===== src/rtl/register_file_pkg.sv =====
// register_file_pkg: shared core widths, tag/word types and zero constants
package register_file_pkg;
    localparam int REG_NUM = 32;
    localparam int ROB_SIZE = 16;
    localparam int ROB_ID_W = 5;
    localparam int DATA_W = 32;
    localparam int REG_IDX_W = $clog2(REG_NUM);
    typedef logic [ROB_ID_W-1:0] rob_id_t;
    typedef logic [DATA_W-1:0] word_t;
    typedef logic [REG_IDX_W-1:0] reg_idx_t;
    typedef logic [$clog2(ROB_SIZE)-1:0] rob_idx_t;
    localparam rob_id_t ZERO_ROB = '0;
    localparam word_t ZERO_WORD = '0;
    // Tag 0 is reserved for "no pending producer", so tags are entry index + 1.
    function automatic rob_id_t tag_of(rob_idx_t idx);
        return rob_id_t'(idx) + rob_id_t'(1);
    endfunction
endpackage


===== src/rtl/register_file_if.sv =====
// register_file_if: dispatcher read/rename and reorder-buffer commit bus
interface register_file_if;
    import register_file_pkg::*;
    reg_idx_t rs1_from_dsp;
    reg_idx_t rs2_from_dsp;
    word_t V1_to_dsp;
    rob_id_t Q1_to_dsp;
    word_t V2_to_dsp;
    rob_id_t Q2_to_dsp;
    logic ena_from_dsp;
    reg_idx_t rd_from_dsp;
    rob_id_t rob_id_from_dsp;
    logic commit_flag;
    reg_idx_t rd_from_rob;
    rob_id_t Q_from_rob;
    word_t V_from_rob;
    logic rollback_flag;
    modport master (
        output rs1_from_dsp, rs2_from_dsp, ena_from_dsp, rd_from_dsp, rob_id_from_dsp,
        output commit_flag, rd_from_rob, Q_from_rob, V_from_rob, rollback_flag,
        input V1_to_dsp, Q1_to_dsp, V2_to_dsp, Q2_to_dsp
    );
    modport slave (
        input rs1_from_dsp, rs2_from_dsp, ena_from_dsp, rd_from_dsp, rob_id_from_dsp,
        input commit_flag, rd_from_rob, Q_from_rob, V_from_rob, rollback_flag,
        output V1_to_dsp, Q1_to_dsp, V2_to_dsp, Q2_to_dsp
    );
endinterface


===== src/rtl/register_file_reg_tag_table.sv =====
// reg_tag_table: per-register rename tags with dispatch set, commit clear and rollback flush
module reg_tag_table
    import register_file_pkg::*;
(
    input  logic     clk,
    input  logic     rst,
    input  logic     rdy,
    input  logic     ena,
    input  reg_idx_t rd,
    input  rob_id_t  rob_id,
    input  logic     commit,
    input  reg_idx_t commit_rd,
    input  rob_id_t  commit_q,
    input  logic     rollback,
    input  reg_idx_t rs1,
    input  reg_idx_t rs2,
    output rob_id_t  q1,
    output rob_id_t  q2
);
    rob_id_t tags [REG_NUM];
    // A newer dispatch to the same register outranks clearing the older producer's tag.
    always_ff @(posedge clk)
        for (int i = 0; i < REG_NUM; i++)
            if (rst || i == 0) tags[i] <= ZERO_ROB;
            else if (rdy)
                tags[i] <= rollback ? ZERO_ROB :
                           ena && rd == reg_idx_t'(i) ? rob_id :
                           commit && commit_rd == reg_idx_t'(i) && tags[i] == commit_q ? ZERO_ROB :
                           tags[i];
    assign q1 = tags[rs1];
    assign q2 = tags[rs2];
endmodule


===== src/rtl/register_file.sv =====
// register_file: architectural values with rename tags and commit-bypassed read ports
module register_file
    import register_file_pkg::*;
(
    input logic clk,
    input logic rst,
    input logic rdy,
    register_file_if.slave bus
);
    word_t vals [REG_NUM];
    rob_id_t t1, t2;
    logic byp1, byp2;
    reg_tag_table u_tags (
        .clk(clk),
        .rst(rst),
        .rdy(rdy),
        .ena(bus.ena_from_dsp),
        .rd(bus.rd_from_dsp),
        .rob_id(bus.rob_id_from_dsp),
        .commit(bus.commit_flag),
        .commit_rd(bus.rd_from_rob),
        .commit_q(bus.Q_from_rob),
        .rollback(bus.rollback_flag),
        .rs1(bus.rs1_from_dsp),
        .rs2(bus.rs2_from_dsp),
        .q1(t1),
        .q2(t2)
    );
    always_ff @(posedge clk)
        for (int i = 0; i < REG_NUM; i++)
            if (rst || i == 0) vals[i] <= ZERO_WORD;
            else if (rdy && bus.commit_flag && bus.rd_from_rob == reg_idx_t'(i)) vals[i] <= bus.V_from_rob;
    // Forward only when the committing tag is the one the register is still waiting on.
    assign byp1 = bus.commit_flag && bus.rd_from_rob == bus.rs1_from_dsp && t1 != ZERO_ROB && t1 == bus.Q_from_rob;
    assign byp2 = bus.commit_flag && bus.rd_from_rob == bus.rs2_from_dsp && t2 != ZERO_ROB && t2 == bus.Q_from_rob;
    assign bus.V1_to_dsp = bus.rs1_from_dsp == '0 ? ZERO_WORD : byp1 ? bus.V_from_rob : vals[bus.rs1_from_dsp];
    assign bus.Q1_to_dsp = bus.rs1_from_dsp == '0 || byp1 ? ZERO_ROB : t1;
    assign bus.V2_to_dsp = bus.rs2_from_dsp == '0 ? ZERO_WORD : byp2 ? bus.V_from_rob : vals[bus.rs2_from_dsp];
    assign bus.Q2_to_dsp = bus.rs2_from_dsp == '0 || byp2 ? ZERO_ROB : t2;
endmodule

===== src/flat_wrapper.sv =====
// flat-port wrapper written by rule: the top's interface ports become plain ports
module register_file_flat import register_file_pkg::*;
  (clk, rst, rdy, bus_rs1_from_dsp, bus_rs2_from_dsp, bus_ena_from_dsp, bus_rd_from_dsp, bus_rob_id_from_dsp, bus_commit_flag, bus_rd_from_rob, bus_Q_from_rob, bus_V_from_rob, bus_rollback_flag, bus_V1_to_dsp, bus_Q1_to_dsp, bus_V2_to_dsp, bus_Q2_to_dsp);
  register_file_if bus_i ();
  input logic clk;
  input logic rst;
  input logic rdy;
  input wire logic [$bits(bus_i.rs1_from_dsp)-1:0] bus_rs1_from_dsp;
  input wire logic [$bits(bus_i.rs2_from_dsp)-1:0] bus_rs2_from_dsp;
  input wire logic [$bits(bus_i.ena_from_dsp)-1:0] bus_ena_from_dsp;
  input wire logic [$bits(bus_i.rd_from_dsp)-1:0] bus_rd_from_dsp;
  input wire logic [$bits(bus_i.rob_id_from_dsp)-1:0] bus_rob_id_from_dsp;
  input wire logic [$bits(bus_i.commit_flag)-1:0] bus_commit_flag;
  input wire logic [$bits(bus_i.rd_from_rob)-1:0] bus_rd_from_rob;
  input wire logic [$bits(bus_i.Q_from_rob)-1:0] bus_Q_from_rob;
  input wire logic [$bits(bus_i.V_from_rob)-1:0] bus_V_from_rob;
  input wire logic [$bits(bus_i.rollback_flag)-1:0] bus_rollback_flag;
  output wire logic [$bits(bus_i.V1_to_dsp)-1:0] bus_V1_to_dsp;
  output wire logic [$bits(bus_i.Q1_to_dsp)-1:0] bus_Q1_to_dsp;
  output wire logic [$bits(bus_i.V2_to_dsp)-1:0] bus_V2_to_dsp;
  output wire logic [$bits(bus_i.Q2_to_dsp)-1:0] bus_Q2_to_dsp;
  assign bus_i.rs1_from_dsp = bus_rs1_from_dsp;
  assign bus_i.rs2_from_dsp = bus_rs2_from_dsp;
  assign bus_i.ena_from_dsp = bus_ena_from_dsp;
  assign bus_i.rd_from_dsp = bus_rd_from_dsp;
  assign bus_i.rob_id_from_dsp = bus_rob_id_from_dsp;
  assign bus_i.commit_flag = bus_commit_flag;
  assign bus_i.rd_from_rob = bus_rd_from_rob;
  assign bus_i.Q_from_rob = bus_Q_from_rob;
  assign bus_i.V_from_rob = bus_V_from_rob;
  assign bus_i.rollback_flag = bus_rollback_flag;
  assign bus_V1_to_dsp = bus_i.V1_to_dsp;
  assign bus_Q1_to_dsp = bus_i.Q1_to_dsp;
  assign bus_V2_to_dsp = bus_i.V2_to_dsp;
  assign bus_Q2_to_dsp = bus_i.Q2_to_dsp;
  register_file u_core (.clk(clk), .rst(rst), .rdy(rdy), .bus(bus_i));
endmodule

===== config.mk =====
export PLATFORM = sky130hd
export DESIGN_NAME = register_file_flat
export DESIGN_NICKNAME = d
export VERILOG_FILES = /design/src/rtl/register_file_pkg.sv /design/src/rtl/register_file_if.sv /design/src/rtl/register_file_reg_tag_table.sv /design/src/rtl/register_file.sv /design/src/flat_wrapper.sv
export SDC_FILE = /design/constraint.sdc
export NUM_CORES = 2
export LEC_CHECK = 0
export CAP_MARGIN = 40
export CORE_MARGIN = 8
export CORE_UTILIZATION = 40
export DETAILED_ROUTE_END_ITERATION = 6
export DONT_BUFFER_PORTS = 1
export HOLD_SLACK_MARGIN = 0.08
export PLACE_DENSITY = 0.53
export SYNTH_ARGS = -nofsm -noshare
export SYNTH_HDL_FRONTEND = slang
export SYNTH_SLANG_ARGS = --single-unit
export TNS_END_PERCENT = 1

===== constraint.sdc =====
create_clock -name clk -period 2.9 [get_ports clk]
set_clock_uncertainty 0.15 [all_clocks]
set_input_delay 0.145 -clock clk [delete_from_list [all_inputs] [get_ports clk]]
set_output_delay 0.145 -clock clk [all_outputs]
set_load 0.02 [all_outputs]

==> impl_metrics.toml <==
[worst_setup_path]
start_kind = "flip-flop"
crit_cells = 11
critPathMaxFanout = 9
worstPathRequired_ns = 2.61
crit_type = "flip-flop to output port"
rrSetupSlack_ns = 0.10
r2r_end = "u_core.u_tags.tags[14][1]"
reg2reg_from = "u_core.u_tags.tags[14][4]"
ff2ff_path_depth = 7
crit_chain = "buf_4 > mux4_2 > a22oi_1 > o41ai_1 > nor2_2 > nand4_1 > and3_4 > o2111ai_4 > buf_12 > buf_16 > mux2_4"
max_stage_delay_ns = 0.49
arrival_ns = 3.76
crit_path_end = "bus_V2_to_dsp[9]"
crit_family = "multiplexers"
critPathLaunch = "u_core.u_tags.tags[19][2]"
slowest_stage = "mux4_2"
path_buf_inv = 3
cp-end-kind = "output port"

[yosys]
synth_cell_types = 61
synth_top_flop_cell = "edfxtp_1"
synthCells = 4341
synth_nets = 4409
synth.avg_cell_area_um2 = 15.0
synth_seq_cells = 1147
synth-seq-area-share_pct = 52.9
synth_edf_count = 1147
synth_area_um2 = 65100
yosys_warnings = 0
synthArstFlopShare_pct = 0

[global_route]
grt_pass1_wl_um = 351000
track_usage_pct = 28.6
gr-total-overflow = 0
grt_max_degree = 298
antenna_found_initial = 43
grt_pass1_vias = 42921

[detailed_routing]
first_pass_iters = 5
ant_nets = 0
routedWlPerCell_um = 36.9
met3_length_um = 27500
top_layer = "met5"
vias = 42994
dr_wl_met2_um = 118000
initialDrtViolationCount = 6175
vias_per_cell = 6.22
met1Wirelength_um = 98100
post-route-drc-count = 0
drt_wl_total_um = 255000

[floorplan]
start_util_pct = 40.2
dieArea_um2 = 176000
core-area_um2 = 162000
dieHeight_um = 420
die_x_um = 420
ios = 142
row_count = 148

[power]
p_leak_nw = 27.1
powerDensity_nw_per_um2 = 552
max-vdd-ir-drop_uv = 645

[job]
cap_viol_max_count = 0

[min_path]
hp-class = "input pin to flip-flop"
whs_path_depth = 2

[cells_and_area]
final_common_cell = "and2_1"
nets = 4684
finish.instance_area_um2 = 77100
final_cell_count_no_fill = 6916
layout-drive-gt1-share_pct = 33.4
layout_common_cells = "and2_1 (1152), edfxtp_1 (1147), mux4_2 (634)"
area_growth_pct = 18.4

[status]
outcome = "finished with violations"
violations = "slew limit, setup timing"

[sta]
whs_ns = 0.123
drv_slew = 165
setup_slack_ns = -1.16
rsz0062_at_grt = "true"
finalHoldViolations = 0
relSlewSlack_pct = -15.6
tightest_slew_ns = 1.73
fmax_mhz = 246
setup_violations = 74
fin_crit_sh_pct = 140
min_period_ns = 4.06

[clock_network]
cts_tree = "yes"
insertion_delay_ns = 0.78
cts.sinks = 1147
cts_made_buffers = 135
clk_path_buf_depth = 3
clock-root-buffer = "clkbuf_16"
clkTransAtPathRegs_ns = 0.06
htreeDepth = 4

[placed_design]
place_inst = 6521
hpwl_um = 143000
gp_congestion = 0.883
portBuffers = 0
place_area_um2 = 70900
-- flip-flops by register name, indices dropped and copies added, names as in the netlist --
signal              flops
u_core.u_tags.tags    155
u_core.vals           992
-- area by class of cell --
cell class,count,area (um^2)
tap,2175,2720
multi-input combinational,2739,29600
inverter,8,32.5
timing repair buffer,585,6010
sequential,1147,34400
antenna,25,62.6
fill,13962,85100
clock inverter,80,708
clock buffer,157,3570
-- cells by family (layout without fill, tap and decap cells) --
kind of cell | Yosys count | after routing | share of synthesized area [%]
xor+xnor | 170 | 170 | 2.29
mux | 850 | 850 | 25.9
simple gates | 1505 | 1505 | 13.7
other cells | 0 | 25 | 0
flops | 1147 | 1147 | 52.9
buf+inv | 455 | 830 | 2.99
compound gates | 214 | 214 | 2.22
-- power by group --
group	total [mW]	switching, mW	internal (mW)
Sequential	19.7	0.495	19.2
Combinational	6.04	2.96	3.09
Clock	16.9	7.19	9.69
Total	42.6	10.6	32.0
-- layer usage --
layer	global-route usage, %	vias up
li1	-	17210
met3	8.05	502
met2	44.8	2594
met5	0.465	-
met4	10.9	6
met1	37.8	22682
-- Yosys cell counts (all sizes together) (8+ instances only) --
master,instances,area share (%)
mux2i,52,0.80
xor2,101,1.4
nand2,73,0.42
and3,10,0.096
edfxtp,1147,53
a31oi,11,0.11
buf,133,1.1
mux4,641,22
clkbuf,311,1.8
nor2b,21,0.20
o21ai,42,0.32
nor4,33,0.32
nand3,28,0.22
inv,8,0.046
xnor2,69,0.93
nand4,37,0.36
a21oi,56,0.43
o21bai,30,0.35
and2,1152,11
mux2,157,2.9
a22o,32,0.43
nor2,118,0.68
-- worst min path at each step --
stage | from | end
finish | bus_V_from_rob[29] | u_core.vals[8][29]
global placement | bus_V_from_rob[19] | u_core.vals[24][19]
detailed placement | bus_V_from_rob[19] | u_core.vals[24][19]
floorplan | bus_rob_id_from_dsp[4] | u_core.u_tags.tags[1][4]
CTS | bus_Q_from_rob[1] | u_core.u_tags.tags[8][3]
global route | bus_V_from_rob[29] | u_core.vals[8][29]
-- stage by stage --
step | setup slack (ns) | power (mW) | TNS (ns) | util, %
floorplan | -0.135 | 23.7 | -64.96 | -
global placement | -0.479 | 25.3 | -23.25 | 43.7
detailed placement | -0.487 | 25.3 | -23.04 | 43.7
CTS | -1.11 | 42.6 | -77.74 | 47.3
global route | -1.25 | 43.6 | -87.10 | 47.5
finish | -1.16 | 42.6 | -79.36 | 47.6
-- repair_timing --
item,4_1_cts,5_1_grt
setup buffers,6,1
cloned,3,0
endpoints found under the hold margin,2294,3
pin swaps,10,3
gates resized for setup,76,13
hold buffers,100,2
setup endpoints to repair,74,91
Power figures use the tool's default switching activity.
